--- config.mk ---
export PLATFORM = sky130hd
export DESIGN_NAME = replace_plru_n
export DESIGN_NICKNAME = d
export VERILOG_FILES = /design/src/rtl/replace_plru_n.sv
export SDC_FILE = /design/constraint.sdc
export NUM_CORES = 1
export LEC_CHECK = 0
export CAP_MARGIN = 20
export CORE_MARGIN = 2
export CORE_UTILIZATION = 60
export DETAILED_ROUTE_END_ITERATION = 8
export PLACE_DENSITY_LB_ADDON = 0.1
export SYNTH_ARGS = -nofsm -noshare
export SYNTH_HDL_FRONTEND = slang
export SYNTH_SLANG_ARGS = --single-unit
--- constraint.sdc ---
create_clock -name clock -period 3 [get_ports clock]
set_input_delay 0.6 -clock clock [delete_from_list [all_inputs] [get_ports clock]]
set_output_delay 0.6 -clock clock [all_outputs]
set_load 0.05 [all_outputs]
--- src/rtl/replace_plru_n.sv ---
// Per-set victim selector: tree pseudo-LRU or LFSR random, with invalid-way priority.
// Victim result is registered one cycle after the query; touches update the tree at the edge.
module replace_plru_n #(
    parameter int WAYS = 4,
    parameter int SETS = 64,
    parameter int MODE = 0
) (
    input  logic                     clock,
    input  logic                     reset,
    input  logic                     q_en,
    input  logic [$clog2(SETS)-1:0]  q_set,
    input  logic [WAYS-1:0]          q_valid_way,
    output logic                     v_valid,
    output logic [WAYS-1:0]          v_way,
    output logic [$clog2(WAYS)-1:0]  v_idx,
    input  logic                     t_en,
    input  logic [$clog2(SETS)-1:0]  t_set,
    input  logic [WAYS-1:0]          t_way
);

    localparam int IW = $clog2(WAYS);
    localparam int SW = $clog2(SETS);
    localparam int NB = WAYS - 1;

    logic [NB-1:0] plru [SETS];
    logic [7:0]    lfsr;
    logic [7:0]    lfsr_nxt;
    logic [NB-1:0] cur;
    logic [NB-1:0] t_nxt;
    logic [IW-1:0] free_idx;
    logic [IW-1:0] tree_idx;
    logic [IW-1:0] rnd_idx;
    logic [IW-1:0] vic_idx;
    logic [IW-1:0] t_idx;
    logic          free_hit;

    // Victim: lowest invalid way wins, otherwise walk the tree (or use the LFSR).
    always_comb begin
        int   node;
        logic b;
        free_hit = 1'b0;
        free_idx = '0;
        for (int i = WAYS - 1; i >= 0; i--) begin
            if (!q_valid_way[i]) begin
                free_hit = 1'b1;
                free_idx = IW'(i);
            end
        end
        cur      = plru[q_set];
        tree_idx = '0;
        node     = 0;
        for (int l = 0; l < IW; l++) begin
            b = 1'b0;
            for (int n = 0; n < NB; n++) begin
                if (n == node) b = cur[n];
            end
            tree_idx = (tree_idx << 1) | IW'(b);
            node     = 2 * node + 1 + int'(b);
        end
        rnd_idx  = lfsr[IW-1:0];
        lfsr_nxt = {lfsr[0] ^ lfsr[2] ^ lfsr[3] ^ lfsr[4], lfsr[7:1]};
        if (free_hit)       vic_idx = free_idx;
        else if (MODE == 1) vic_idx = rnd_idx;
        else                vic_idx = tree_idx;
    end

    // Touch: every node on the path flips to point away from the touched way.
    always_comb begin
        int   node;
        logic d;
        t_idx = '0;
        for (int i = 0; i < WAYS; i++) begin
            if (t_way[i]) t_idx = t_idx | IW'(i);
        end
        t_nxt = plru[t_set];
        node  = 0;
        for (int l = 0; l < IW; l++) begin
            d = t_idx[IW-1-l];
            for (int n = 0; n < NB; n++) begin
                if (n == node) t_nxt[n] = ~d;
            end
            node = 2 * node + 1 + int'(d);
        end
    end

    always_ff @(posedge clock) begin
        if (reset) begin
            for (int s = 0; s < SETS; s++) plru[s] <= '0;
            lfsr    <= 8'h01;
            v_valid <= 1'b0;
            v_way   <= WAYS'(1);
            v_idx   <= '0;
        end else begin
            v_valid <= q_en;
            if (q_en) begin
                v_idx <= vic_idx;
                v_way <= WAYS'(1) << vic_idx;
                if (MODE == 1) lfsr <= lfsr_nxt;
            end
            if (MODE == 0 && t_en) plru[t_set] <= t_nxt;
        end
    end

endmodule

==> reports/metrics.yaml, run 1 <==
outcome: "complete, no violations"
die_h_um: 135.8
p_total_w: 0.006054
antenna_found_initial: 0
p_per_area_mw_per_mm2: 516.2
cap_violations: 0
holdWs_ps: 487.2
synth_cell_types: 45
clockBufferDepth: 2
cts_max_level: 4
fmax_mhz: 368.2
synth_nets: 931
finalCritPeriodShare_pct: 90.54
vdd_drop_max_v: 0.0004582
yosysWarnings: 0
ant_nets: 0
cts.clk_slew.worst_paths_ps: 70
final_cell_area_sq_mm: 0.01173
ys.flop_type: "edfxtp_1"
num_rows: 48
vias: 7222
coreArea_sq_mm: 0.01712
cts_made_buffers: 17
post_drt_wl_per_cell_um: 21.21
ios: 31
finClkSkew_ps: 7.021
tightest_slew_ps: 832.4
critPathLaunchType: "input port"
ys_ff_latch: 199
synthCells: 907
post-cts-setup-buffers: 0
crit_type: "input port to flip-flop"
grt_max_degree: 201
synthToLayoutAreaGrowth_pct: 12.48
drv_slew: 0
async_flop_share_pct: 0
floorplan.initialDensity_pct: 60.92
worstHoldPathType: "flip-flop to flip-flop"
finalNetCount: 956
clock_latency_ps: 440
gr-usage-all-layers_pct: 28.41
hold_violations: 0
drt_iter0_drc: 740
setup_viol: 0
crit_arrival_ps: 3040
required_ps: 3330
firstDrtPassIters: 5
grt_pass1_wl_um: 38360
cp-end-kind: "flip-flop"
cts_hold_buffers: 0
ys_seq_area_share_pct: 56.64
wirelength_um: 24810
cts_resized: 0
place.gp.congestion: 0.8700
io_buffers: 29
cts_tree: "built"
die_area_sq_mm: 0.01845
drcViolationCount: 0
fin_crit_ps: 2716
path_max_fanout: 14
grt_pass1_vias: 7037
synth_area_sq_mm: 0.01043
antennaDiodeCount: 0
syn_avg_cell_area_sq_um: 11.50
rsz0062_at_grt: "no"
cts.sinks: 199
synth_edf_count: 192
hpwl_um: 16010
ff2ff_path_depth: 7
place_area_sq_mm: 0.01119
clockRootBuffer: "clkbuf_16"
grt-ovfl-total: 0
drive_gt1_share_pct: 20.85
slew_headroom_pct: 44.51
p_leak_nw: 4.016
die_w_um: 135.8
viasPerCell: 6.173
hold-path-cell-count: 2
==> cells in the mapped netlist (all sizes together), types with 7 or more instances <==
library cell	n	area [sq um]
or2	65	406.6
nand2	85	319.1
mux4	41	923.4
buf	16	86.34
nand2b	69	431.7
mux2i	23	230.2
clkbuf	60	225.2
dfxtp	7	140.1
o21bai	63	473.0
edfxtp	192	5766
mux2	10	112.6
nor2	148	555.5
inv	7	26.27
nor3	66	330.3
==> area by class of cell <==
cell class | instances | area [sq um]
inverter | 7 | 26.28
clock buffer | 19 | 432.9
sequential | 199 | 5906
fill | 1271 | 5388
tap | 225 | 281.5
multi-input combinational | 625 | 4197
timing repair buffer | 82 | 778.2
clock inverter | 13 | 107.6
==> routing by layer <==
metal  track usage [%]  part of all wire (%)  wire [um]  vias to the layer above
li1                  -                     -          -                     3312
met1             36.36                    39       9683                     3586
met2             47.98                    51      12590                      275
met3             5.742                   7.2       1775                       49
met4             11.17                   3.1        759                        0
met5                 0                     0          0                        -
==> placed cells by master (no fill, tap or decap), types with 7 or more instances in the layout <==
cell,n
nor2_1,147
mux2i_1,23
nor3_1,66
buf_4,45
nand2_1,84
or2_2,55
clkdlybuf4s50_1,24
edfxtp_1,192
mux4_2,41
o21bai_1,63
clkbuf_16,17
buf_12,9
mux2_2,9
dfxtp_1,7
or2_1,9
nand2b_1,69
==> final timing paths <==
check / startpoint / end / slack [ps]
hold reg to reg: v_way[1]$_SDFFE_PP0P_ / v_way[1]$_SDFFE_PP0P_ / 490
setup reg to reg: plru[31][0]$_SDFFCE_PN0P_ / v_way[2]$_SDFFE_PP0P_ / 390
hold / removal: v_way[1]$_SDFFE_PP0P_ / v_way[1]$_SDFFE_PP0P_ / 490
setup / recovery: q_set[1] / v_way[2]$_SDFFE_PP0P_ / 280
==> metrics by stage <==
stage,instances,util (%),worst slack [ps],setup TNS (ps)
finish,1170,68.52,283.8,0
global route,1170,68.52,185.1,0
CTS,1170,68.52,257.7,0
detailed placement,1138,65.37,-200.0,-736.7
global placement,1138,65.37,-200.3,-709.6
floorplan,907,-,349.7,0
==> kinds of logic (layout without fill, tap and decap cells) <==
kind of cell,count (synthesis),after routing,synth area share (%)
muxes,74,74,12.14
and+or+nand+nor,462,462,21.49
DFF,199,199,56.64
AOI/OAI and AO/OA,89,89,6.491
buffers and inverters,83,121,3.240
==> flip-flops by register name (all words and copies together), names as in the netlist <==
| signal | count |
|---|---|
| v_valid | 1 |
| v_way | 4 |
| v_idx | 2 |
| plru | 192 |
==> worst max-delay path, cell delays in order <==
cell	delay [ps]
buf_2	130
buf_12	170
mux4_2	520
mux4_2	500
mux2i_1	300
mux2i_1	160
buf_4	160
a221o_1	330
a21o_1	160
==> where the power goes <==
| part | switching (W) | internal [W] |
|---|---|---|
| registers | 0.0000470 | 0.00318 |
| clock network | 0.00100 | 0.00114 |
| logic | 0.000370 | 0.000319 |
| total | 0.00142 | 0.00463 |
No activity file was read; power rests on OpenSTA's default activity.
==> inputs of run 2 (changes only) <==
- CORE_UTILIZATION: 60 -> 62
==> run 2 against run 1 <==
Combinational power rose by 0.7%. Register-to-register slack improved by 60 ps. Wire length fell by 3.3%. First-iteration DRC count fell by 9.3%. Cell count fell by 0.68%. Count of clock-buffer cells in the layout rose by 3. Sequential power barely moved. Final area barely moved. Flip-flop and latch count did not move. Total power fell by 0.47%. Critical endpoint unchanged. Highest routed layer unchanged.
==> reports/metrics.yaml, run 2 (synthesis gave the netlist of run 1 again) <==
tns_ps: 0  # unchanged
wirelength_um: 23990  # -3.3%
p_total_w: 0.006026  # -0.47%
p_per_area_mw_per_mm2: 513.5  # -0.53%
cts_tree: "built"
hp-start: "v_way[1]$_SDFFE_PP0P_"
fillers: 1147  # -9.8%
floorplan.initialDensity_pct: 63.10  # +2.2 points
drv_slew: 0  # unchanged
grt_pass1_wl_um: 37950  # -1.1%
grt_pass1_vias: 6990  # -0.67%
crit_type: "input port to flip-flop"
fmax_mhz: 379.7  # +3.1%
post_drt_wl_per_cell_um: 20.64  # -2.7%
worstReg2RegEnd: "v_way[2]$_SDFFE_PP0P_"
synthToLayoutAreaGrowth_pct: 12.54  # about the same
clock_latency_ps: 430  # about the same
rsz0062_at_grt: "no"
largest_reg_flops: 192  # unchanged
vdd_drop_max_v: 0.0004071  # -11%
layout_commonest_cell: "edfxtp_1"
p_leak_nw: 4.009  # -0.18%
cap_violations: 0  # unchanged
layout_common_cells: "192 x edfxtp_1, 147 x nor2_1, 84 x nand2_1"
r2r_setup_slack_ps: 450  # +60 ps
antenna_found_initial: 0  # unchanged
cts.sinks: 199  # unchanged
setup_viol: 0  # unchanged
grt_max_degree: 201  # unchanged
required_ps: 3330  # about the same
drt_iter0_drc: 671  # -9.3%
num_rows: 47  # -2.1%
coreArea_sq_mm: 0.01652  # -3.5%
fin_crit_ps: 2634  # -82.66 ps
cts_hold_buffers: 0  # unchanged
max_stage_delay_ps: 540  # +20 ps
clockBufferDepth: 2  # unchanged
top_register: "plru"
worstHoldPathType: "flip-flop to flip-flop"
crit_arrival_ps: 2960  # -80 ps
clockRootBuffer: "clkbuf_16"
ios: 31  # unchanged
die_area_sq_mm: 0.01787  # -3.1%
slowest_stage: "mux4_2"
cp-end-kind: "flip-flop"
cts_resized: 0  # unchanged
r2r_start: "plru[17][0]$_SDFFCE_PN0P_"
final_cell_area_sq_mm: 0.01174  # about the same
whs_endpoint: "v_way[1]$_SDFFE_PP0P_"
critPathLaunchType: "input port"
ff2ff_path_depth: 7  # unchanged
die_h_um: 133.7  # -1.6%
outcome: "complete, no violations"
finalNetCount: 953  # -0.31%
cts_made_buffers: 17  # unchanged
hold-path-cell-count: 2  # unchanged
hpwl_um: 15560  # -2.8%
path_max_fanout: 7  # -7
post-cts-setup-buffers: 0  # unchanged
finalCritPeriodShare_pct: 87.78  # -2.8 points
ant_nets: 0  # unchanged
finClkSkew_ps: 9.357  # +2.337 ps
grt-ovfl-total: 0  # unchanged
drcViolationCount: 0  # unchanged
die_w_um: 133.7  # -1.6%
slew_headroom_pct: 46.80  # +2.3 points
vias: 7286  # +0.89%
final_core_util_pct: 71.02  # +2.5 points
io_buffers: 29  # unchanged
viasPerCell: 6.270  # +1.6%
reg_top3: "plru: 192 flops, v_way: 4 flops, v_idx: 2 flops"
cts.clk_slew.worst_paths_ps: 70  # about the same
place_area_sq_mm: 0.01121  # +0.19%
tightest_slew_ps: 798.0  # -34.34 ps
crit_chain: "buf_2 > buf_4 > mux4_2 > mux4_2 > mux2i_1 > mux2i_1 > buf_4 > a221o_1 > a21o_1"
gr-usage-all-layers_pct: 28.25  # -0.16 points
cts_max_level: 4  # unchanged
drive_gt1_share_pct: 20.38  # -0.46 points
firstDrtPassIters: 5  # unchanged
hold_violations: 0  # unchanged
antennaDiodeCount: 0  # unchanged
place.gp.congestion: 0.9761  # +12%
-- run 2: changes by cell type in the layout (fill, tap and decap cells not counted) --
cell,change
buf_4,-7
buf_12,+4
clkbuf_1,+3
clkinv_4,-3
clkinv_1,-1
clkinv_2,+1
clkinvlp_4,+1
inv_6,-1
-- run 2: metrics by stage --
| stage | instances | setup WS [ps] | hold slack, ps |
|---|---|---|---|
| finish | 1162 | 366.5 | 501.3 |
| global route | 1162 | 259.1 | 508.8 |
| CTS | 1162 | 367.4 | 492.3 |
| detailed placement | 1130 | -77.96 | 481.5 |
| global placement | 1130 | -55.10 | 474.5 |
| floorplan | 907 | 349.7 | 690.7 |
-- run 2: layer usage --
layer  global-route usage [%]  wire [um]
met5                        0          0
met4                    12.12        856
met3                    5.099       1922
met2                    46.05      11940
met1                    37.75       9270
-- run 2: area by class of cell --
type / count / area, sq um / area share [%]
Timing Repair Buffer: 79 / 805.8 / 6.866
Multi-Input combinational cell: 625 / 4197 / 35.76
Sequential cell: 199 / 5906 / 50.33
Tap cell: 220 / 275.3 / 2.346
Clock buffer: 22 / 444.2 / 3.785
Clock inverter: 10 / 81.33 / 0.6930
Inverter: 7 / 26.28 / 0.2239
-- run 2: worst max path at each step --
stage                  start                     to  slack (ps)
CTS                 q_set[1]  v_way[2]$_SDFFE_PP0P_         370
floorplan           q_set[2]  v_way[2]$_SDFFE_PP0P_         350
detailed placement  q_set[1]  v_way[2]$_SDFFE_PP0P_         -80
global placement    q_set[1]  v_way[2]$_SDFFE_PP0P_         -60
global route        q_set[1]  v_way[3]$_SDFFE_PP0P_         260
finish              q_set[1]  v_way[2]$_SDFFE_PP0P_         370
-- run 2: power by group --
part	internal, W	total [W]	switching, W
combinational	0.000326	0.000694	0.000368
sequential	0.00318	0.00322	0.0000451
clock	0.00113	0.00211	0.000976
-- run 2: critical path: cells and delay by family --
family / cells / cell delay (ps)
mux: 4 / 1370
buf+inv: 3 / 480
compound gates: 2 / 510
